===== config.mk =====
export PLATFORM = sky130hd
export DESIGN_NAME = traffic_conflict_monitor
export DESIGN_NICKNAME = d
export VERILOG_FILES = /design/src/rtl/traffic_conflict_monitor.sv
export SDC_FILE = /design/constraint.sdc
export NUM_CORES = 1
export LEC_CHECK = 0
export ABC_CLOCK_PERIOD_IN_PS = 2400
export BUFFER_PORTS_ARGS = -buffer_cell sky130_fd_sc_hd__buf_2
export CAP_MARGIN = 40
export CORE_MARGIN = 1
export CORE_UTILIZATION = 44
export CTS_BUF_LIST = sky130_fd_sc_hd__clkbuf_2 sky130_fd_sc_hd__clkbuf_4 sky130_fd_sc_hd__clkbuf_8
export CTS_CLUSTER_DIAMETER = 50
export DETAILED_ROUTE_END_ITERATION = 12
export PLACE_DENSITY = 0.65
export SYNTH_ARGS = -nofsm -noshare
export SYNTH_HDL_FRONTEND = slang
export SYNTH_SLANG_ARGS = --single-unit

===== constraint.sdc =====
create_clock -name clk -period 2.4 [get_ports clk]
set_input_delay 0.48 -clock clk [delete_from_list [all_inputs] [get_ports clk]]
set_output_delay 0.48 -clock clk [all_outputs]
set_load 0.05 [all_outputs]

===== src/rtl/traffic_conflict_monitor.sv =====
// Intersection safety monitor: classifies observed lamp drives, debounces level
// violations, checks yellow timing on the straight heads and latches the first trip.
module traffic_conflict_monitor #(
    parameter int DEBOUNCE   = 3,
    parameter int MIN_YELLOW = 3,
    parameter int ARM_TIME   = 2
) (
    input  logic       clk,
    input  logic       rst_n,
    input  logic       tick_1hz,
    input  logic       ns_str_green,
    input  logic       ns_str_yellow,
    input  logic       ns_str_red,
    input  logic       ns_left_green,
    input  logic       ns_left_yellow,
    input  logic       ns_left_red,
    input  logic       ns_ped_walk,
    input  logic       ew_str_green,
    input  logic       ew_str_yellow,
    input  logic       ew_str_red,
    input  logic       ew_left_green,
    input  logic       ew_left_yellow,
    input  logic       ew_left_red,
    input  logic       ew_ped_walk,
    input  logic       fault_clear,
    output logic       system_fault,
    output logic [2:0] fault_code,
    output logic       armed,
    output logic [7:0] fault_count,
    output logic [1:0] dbg_state
);
    typedef enum logic [1:0] {ST_ARM = 2'd0, ST_RUN = 2'd1, ST_TRIPPED = 2'd2} state_t;
    typedef enum logic [1:0] {CL_X = 2'd0, CL_G = 2'd1, CL_Y = 2'd2, CL_R = 2'd3} head_cls_t;

    localparam int DW = $clog2(DEBOUNCE + 1);
    localparam int AW = (ARM_TIME > 1) ? $clog2(ARM_TIME) : 1;
    localparam logic [DW-1:0] DB_LAST  = DW'(DEBOUNCE - 1);
    localparam logic [AW-1:0] ARM_LAST = AW'(ARM_TIME - 1);
    localparam logic [3:0]    MIN_Y    = 4'(MIN_YELLOW);

    state_t        state;
    head_cls_t     cls_q   [2];
    head_cls_t     cls_now [2];
    logic [3:0]    ycnt_q  [2];
    logic [DW-1:0] db_cnt  [3];
    logic [AW-1:0] arm_cnt;
    logic [2:0]    cond;
    logic [2:0]    trip_code;
    logic [1:0]    skip;
    logic [1:0]    short_y;
    logic          ns_gy;
    logic          ew_gy;

    function automatic head_cls_t classify(input logic g, input logic y, input logic r);
        case ({g, y, r})
            3'b100:  return CL_G;
            3'b010:  return CL_Y;
            3'b001:  return CL_R;
            default: return CL_X;
        endcase
    endfunction

    function automatic logic two_lit(input logic g, input logic y, input logic r);
        return (g & y) | (g & r) | (y & r);
    endfunction

    assign ns_gy   = ns_str_green | ns_str_yellow | ns_left_green | ns_left_yellow;
    assign ew_gy   = ew_str_green | ew_str_yellow | ew_left_green | ew_left_yellow;
    assign cond[0] = ns_gy & ew_gy;
    assign cond[1] = (ns_ped_walk & ew_gy) | (ew_ped_walk & ns_gy);
    assign cond[2] = two_lit(ns_str_green, ns_str_yellow, ns_str_red)
                   | two_lit(ns_left_green, ns_left_yellow, ns_left_red)
                   | two_lit(ew_str_green, ew_str_yellow, ew_str_red)
                   | two_lit(ew_left_green, ew_left_yellow, ew_left_red);

    assign cls_now[0] = classify(ns_str_green, ns_str_yellow, ns_str_red);
    assign cls_now[1] = classify(ew_str_green, ew_str_yellow, ew_str_red);

    // Priority encode: lowest code wins when several violations land on one edge.
    always_comb begin
        skip      = '0;
        short_y   = '0;
        trip_code = 3'd0;
        for (int h = 0; h < 2; h++) begin
            skip[h]    = (cls_q[h] == CL_G) && (cls_now[h] == CL_R);
            short_y[h] = (cls_q[h] == CL_Y) && (cls_now[h] == CL_R) && (ycnt_q[h] < MIN_Y);
        end
        if (cond[0] && db_cnt[0] == DB_LAST)      trip_code = 3'd1;
        else if (cond[1] && db_cnt[1] == DB_LAST) trip_code = 3'd2;
        else if (cond[2] && db_cnt[2] == DB_LAST) trip_code = 3'd3;
        else if (|skip)                           trip_code = 3'd4;
        else if (|short_y)                        trip_code = 3'd5;
    end

    // Head classes track in every state so that re-arming never sees a stale history.
    always_ff @(posedge clk or negedge rst_n) begin
        if (!rst_n) begin
            for (int h = 0; h < 2; h++) begin
                cls_q[h]  <= CL_X;
                ycnt_q[h] <= '0;
            end
        end else begin
            for (int h = 0; h < 2; h++) begin
                cls_q[h] <= cls_now[h];
                if (cls_now[h] == CL_Y) begin
                    if (cls_q[h] != CL_Y)
                        ycnt_q[h] <= '0;
                    else if (tick_1hz && ycnt_q[h] != 4'hF)
                        ycnt_q[h] <= ycnt_q[h] + 4'd1;
                end
            end
        end
    end

    // Debounce only accumulates while running, so every ARM entry starts from zero.
    always_ff @(posedge clk or negedge rst_n) begin
        if (!rst_n) begin
            for (int i = 0; i < 3; i++) db_cnt[i] <= '0;
        end else begin
            for (int i = 0; i < 3; i++)
                db_cnt[i] <= (state == ST_RUN && cond[i]) ? db_cnt[i] + DW'(1) : '0;
        end
    end

    always_ff @(posedge clk or negedge rst_n) begin
        if (!rst_n) begin
            state        <= ST_ARM;
            arm_cnt      <= '0;
            system_fault <= 1'b0;
            armed        <= 1'b0;
            fault_code   <= 3'd0;
            fault_count  <= 8'd0;
        end else begin
            case (state)
                ST_ARM: begin
                    if (tick_1hz) begin
                        if (arm_cnt == ARM_LAST) begin
                            state <= ST_RUN;
                            armed <= 1'b1;
                        end else begin
                            arm_cnt <= arm_cnt + AW'(1);
                        end
                    end
                end
                ST_RUN: begin
                    if (trip_code != 3'd0) begin
                        state        <= ST_TRIPPED;
                        armed        <= 1'b0;
                        system_fault <= 1'b1;
                        fault_code   <= trip_code;
                        if (fault_count != 8'hFF) fault_count <= fault_count + 8'd1;
                    end
                end
                ST_TRIPPED: begin
                    if (fault_clear && cond == 3'b000) begin
                        state        <= ST_ARM;
                        arm_cnt      <= '0;
                        system_fault <= 1'b0;
                        fault_code   <= 3'd0;
                    end
                end
                default: state <= ST_ARM;
            endcase
        end
    end

    assign dbg_state = state;
endmodule

==> results.toml, run 1 <==
[clock_tree]
cts_num_sinks = 34
cts_max_path_buffers = 2
clk_latency_ns = 0.28
clk_pin_slew_ns = 0.07
cts_setup_buffers = 0
cts_buffers = 5
cts_root_buffer = "clkbuf_8"
tritoncts = "yes"
cts_htree_levels = 2
post_cts_resized = 0
cts_hold_repair.buffers = 0

[setup_path]
path_class = "register to register"
cp.required_ns = 2.57
cp.arrival_ns = 2.30
critPathLaunchType = "register"
cp-end-kind = "register"
crit_fanout = 8

[synth]
syn_area_mm2 = 0.001917
ys_types = 46
synth_top_family_by_area = "simple AND/OR/NAND/NOR gates"
synthFlopType = "dfrtp_1"
synth.area.top_cells = "dfrtp_1, ha_1, nor2_1"
yosys.area_share.simple_pct = 23.50
synth_top_cell_area_share_pct = 44.39
synth_warnings = 0
synth_fa_ha_area_share_pct = 5.875
seq_area_frac_synth_pct = 44.39
synthXorXnorAreaFrac_pct = 5.940
ys_ff_latch = 34
syn_nets = 215
async_reset_ff_share_pct = 100.0
syn_area_per_cell_um2 = 10.20
synthMuxAreaShare_pct = 3.916
syn_inst = 188
yosysTopAreaCell = "dfrtp_1"
synth_compound_area_share_pct = 13.38
synth_edf_count = 0

[power]
vdd_drop_max_mv = 0.5412
p_per_area_mw_per_mm2 = 1004
power_mw = 2.222
leakage_nw = 1.049

[placed_design]
dpl_cell_area_mm2 = 0.002135
gp_congestion = 0.8545
dp_hpwl_um = 2828
pre_cts_ws_ns = 0.1273
port_buffers = 32

[drt]
viasPerCell = 5.275
ant_nets = 0
avgRoutedWirePerCell_um = 13.39
vias = 1456
first_iter_violations = 81
routed_wl_um = 3697
drtPass1Iterations = 4
drc = 0

[sta]
grt_setup_unrepaired = "no"
timing.final.hold_violations = 0
tightest_slew_ns = 0.7532
slew_violations = 0
setup_ws_ns = 0.2662
fmax_mhz = 468.6
min_period_over_period_pct = 88.91
skew_ns = 0.002724
setup_violations = 0
fin_crit_ns = 2.134
setup_tns_ns = 0
slew_headroom_pct = 49.79

[floorplan]
die_area_mm2 = 0.004625
num_io_pins = 33
die_width_um = 68.01
start_util_pct = 46.91
rows = 23
coreArea_mm2 = 0.004086
die_h_um = 68.01

[grt]
grt_max_degree = 35
grt_pass1_vias = 1393
antenna_found_initial = 0
track_usage_pct = 18.84
overflow = 0
grt_pass1_wl_um = 6272

[layout]
fin_area_mm2 = 0.002213
antenna_cells = 0
finalNetCount = 253
areaGrowthSynthToFinish_pct = 15.47
final_util_pct = 54.16
drive_above_1_share_pct = 25.66

[worst_hold_path]
hp-class = "input port to async pin"

[run_status]
status = "finished, final reports clean"

[flow_run]
drv_cap = 0
==> synthesized netlist by cell type (2+ instances only) <==
cell type / count
dfrtp_1: 34
nor2_1: 23
nand2_1: 19
o21ai_0: 11
inv_1: 10
ha_1: 9
xnor2_1: 9
nand3_1: 8
nor3_1: 5
a21oi_1: 4
nand4_1: 4
nor2b_1: 4
xor2_1: 4
mux2i_1: 3
nand3b_1: 3
a22oi_1: 2
a31oi_1: 2
and3_1: 2
mux2_1: 2
mux2_2: 2
nor4_4: 2
o2bb2ai_1: 2
==> per-stage QoR <==
stage               hold slack, ns  std cells
global placement            0.4128        269
CTS                         0.2863        276
finish                      0.2591        276
detailed placement          0.4210        269
global route                0.3225        276
floorplan                   0.1844        188
==> cell type report <==
cell class	count	area, um2
Inverter	10	37.54
Fill cell	398	1873
Sequential cell	34	850.8
Clock inverter	2	10.01
Tap cell	50	62.56
Clock buffer	5	68.82
Multi-Input combinational cell	141	1008
Timing Repair Buffer	34	175.2
==> placed cells by master (no fill, tap or decap), types with 2 or more instances in the layout <==
master     count
clkbuf_8       5
a22oi_1        2
xor2_1         4
nand3_1        8
nand4_1        4
o2bb2ai_1      2
and3_1         2
o21ai_0       11
a21oi_1        4
nor2_1        23
nor4_4         2
buf_2         32
nand3b_1       3
dfrtp_1       34
ha_1           9
nor2b_1        4
a31oi_1        2
nor3_1         5
mux2i_1        3
nand2_1       19
mux2_2         2
inv_1         10
buf_4          2
mux2_1         2
xnor2_1        9
clkinv_2       2
==> worst max-delay path, stage by stage (launching register included) <==
cell	delay, ns
dfrtp_1	0.41
ha_1	0.24
nor3_1	0.19
and4_1	0.26
nor3_2	0.05
buf_4	0.15
a31oi_4	0.27
nand4_1	0.16
mux2_2	0.29
==> cells by family after synthesis <==
family / after synthesis
flops: 34
simple gates: 81
fa+ha+maj: 9
compound gates: 31
xor+xnor: 13
buf+inv: 13
mux: 7
==> metal layers <==
metal / share of wire [%] / vias to the layer above / global-route usage (%)
met2: 45 / 28 / 28.55
met3: 4.3 / 5 / 5.500
met5: 0 / - / 0
met1: 49 / 687 / 24.95
li1: - / 736 / -
met4: 1.6 / 0 / 7.813
==> power breakdown <==
part,internal (mW),total (mW),switching [mW]
logic,0.355,1.02,0.663
clock network,0.194,0.395,0.200
registers,0.711,0.810,0.0988
==> final timing paths <==
kind / from / end / slack [ns] / cells after the start
max in group asynchronous: rst_n / cls_q[0]$_DFF_PN0_ / 1.66 / 1
min reg2reg: db_cnt[4]$_DFF_PN0_ / db_cnt[4]$_DFF_PN0_ / 0.42 / 1
min in group clk: db_cnt[4]$_DFF_PN0_ / db_cnt[4]$_DFF_PN0_ / 0.42 / 1
max: ycnt_q[4]$_DFFE_PN0P_ / fault_count[7]$_DFFE_PN0P_ / 0.27 / 8
min: rst_n / fault_count[4]$_DFFE_PN0P_ / 0.26 / 1
max reg2reg: ycnt_q[4]$_DFFE_PN0P_ / fault_count[7]$_DFFE_PN0P_ / 0.27 / 8
==> flip-flops by register name (all words and copies together), names as in the netlist <==
| name | flops |
|---|---|
| arm_cnt | 1 |
| armed | 1 |
| cls_q | 4 |
| db_cnt | 6 |
| dbg_state | 2 |
| fault_code | 3 |
| fault_count | 8 |
| system_fault | 1 |
| ycnt_q | 8 |
Power figures use the tool's default switching activity.
==> run 2, diff against run 1 <==
GPL_TIMING_DRIVEN = 0   (was default)
SETUP_SLACK_MARGIN = 0.3   (was default)
==> run 2 against run 1 <==
  * Via count is 0.34% lower
  * Routed wire length is 0.43% lower
  * Sequential power hardly changed
  * Critical path depth is 1 lower
  * Non-clock buffer count is 1 higher
  * Clock skew is 0.0064 ns higher
  * Highest routed layer unchanged
==> results.toml, run 2 (synthesis results as in run 1) <==
[run_status]
status = "finished, final reports clean"

[sta]
timing.final.hold_violations = 0
setup_violations = 0
tightest_slew_ns = 0.7702
whs_ns = 0.2619
setup_ws_ns = 0.4068
min_period_over_period_pct = 83.05
skew_ns = 0.009098
slew_violations = 0
setup_tns_ns = 0
grt_setup_unrepaired = "no"
fmax_mhz = 501.7
slew_headroom_pct = 48.66
fin_crit_ns = 1.993

[floorplan]
start_util_pct = 46.91
rows = 23
die_area_mm2 = 0.004625
die_width_um = 68.01
coreArea_mm2 = 0.004086
die_h_um = 68.01
num_io_pins = 33

[drt]
ant_nets = 0
drtPass1Iterations = 4
avgRoutedWirePerCell_um = 13.24
first_iter_violations = 39
routed_wl_um = 3681
vias = 1451
viasPerCell = 5.219
drc = 0

[placed_design]
port_buffers = 29
placed_cells = 267
dp_hpwl_um = 2710
pre_cts_ws_ns = 0.04515
gp_congestion = 0.7627
dpl_cell_area_mm2 = 0.002125

[clock_tree]
cts_max_path_buffers = 2
cts_htree_levels = 2
cts_hold_repair.buffers = 0
cts_root_buffer = "clkbuf_8"
cts_num_sinks = 34
cts_buffers = 5
clk_pin_slew_ns = 0.07
clk_latency_ns = 0.29
tritoncts = "yes"

[power]
switching_share_pct = 43.00
p_per_area_mw_per_mm2 = 1016
internal_power_mw = 1.307
power_mw = 2.294
leakage_nw = 1.064
switching_power_mw = 0.9863
vdd_drop_max_mv = 0.4537
combPwrFrac_pct = 45.2
seq_power_share_pct = 35.3
clkPwrFrac_pct = 19.4

[grt]
track_usage_pct = 17.91
grt_pass1_vias = 1354
grt_pass1_wl_um = 6106
grt_max_degree = 35
antenna_found_initial = 0
overflow = 0

[layout]
fin_area_mm2 = 0.002257
final_util_pct = 55.24
final_common_cell = "dfrtp_1"
finalNetCount = 254
drive_above_1_share_pct = 26.32
areaGrowthSynthToFinish_pct = 17.75
antenna_cells = 0
reg.largest.list = "fault_count: 8 flops, ycnt_q: 8 flops, db_cnt: 6 flops"
nFillCells = 376
fin_cells = 278
mostFrequentLayoutCells = "dfrtp_1, buf_2, nor2_1"

[setup_path]
cp.required_ns = 2.58
path_class = "register to register"
cp.arrival_ns = 2.17
r2r_start = "ycnt_q[4]$_DFFE_PN0P_"
r2r-end = "fault_count[1]$_DFFE_PN0P_"
crit_fanout = 7
critPathLaunchType = "register"
reg2reg_slack_ns = 0.41
cp-end-kind = "register"
crit_path_start = "ycnt_q[4]$_DFFE_PN0P_"
rr_worst_depth = 7

[worst_hold_path]
hp-class = "input port to async pin"

[flow_run]
drv_cap = 0
-- run 2: cell types whose count changed in the layout (fill, tap and decap cells not counted), sizes merged --
cell,delta
clkbuf,+2
clkinv,-1
clkinvlp,+1
-- run 2: repair_timing --
item                       CTS  global route
pin swaps                    0             4
setup buffers                0             3
setup endpoints to repair    1             6
gates resized for setup      1             2
-- run 2: final cells by class --
| type | count | area (um2) | area share [%] |
|---|---|---|---|
| clock inverter | 2 | 12.51 | 0.5543 |
| timing repair buffer | 32 | 167.7 | 7.428 |
| multi-input combinational | 141 | 1023 | 45.34 |
| buffer | 3 | 20.02 | 0.8869 |
| tap | 50 | 62.56 | 2.772 |
| clock buffer | 6 | 82.58 | 3.659 |
| sequential | 34 | 850.8 | 37.69 |
| inverter | 10 | 37.54 | 1.663 |
-- run 2: worst max path at each step --
stage,endpoint,slack (ns)
4_1_cts,fault_count[1]$_DFFE_PN0P_,0.33
3_3_place_gp,fault_count[1]$_DFFE_PN0P_,0.09
3_5_place_dp,fault_code[1]$_DFFE_PN0P_,0.05
2_1_floorplan,fault_count[1]$_DFFE_PN0P_,0.33
6_report,fault_count[1]$_DFFE_PN0P_,0.41
5_1_grt,fault_count[1]$_DFFE_PN0P_,0.27
-- run 2: power groups by stage --
stage	sequential (mW)	clock, mW	combinational [mW]
5_1_grt	0.831	0.483	1.14
6_report	0.811	0.446	1.04
3_3_place_gp	0.816	0	1.00
4_1_cts	0.811	0.454	1.02
3_5_place_dp	0.821	0	1.02
2_1_floorplan	1.08	0	0.525
-- run 2: worst max-delay path: stages, from the launching register on --
cell	delay (ns)
dfrtp_1	0.41
ha_1	0.24
nor3_1	0.19
and4_2	0.29
nor3_4	0.07
a31oi_4	0.25
nand2b_1	0.14
mux2_2	0.28
-- run 2: routing by layer --
layer / wire length (um) / GRT usage (%) / vias up
met2: 1716 / 27.70 / 28
li1: - / - / 735
met1: 1772 / 23.70 / 683
met4: 49 / 7.813 / 0
met5: 0 / 0 / -
met3: 143 / 4.167 / 5
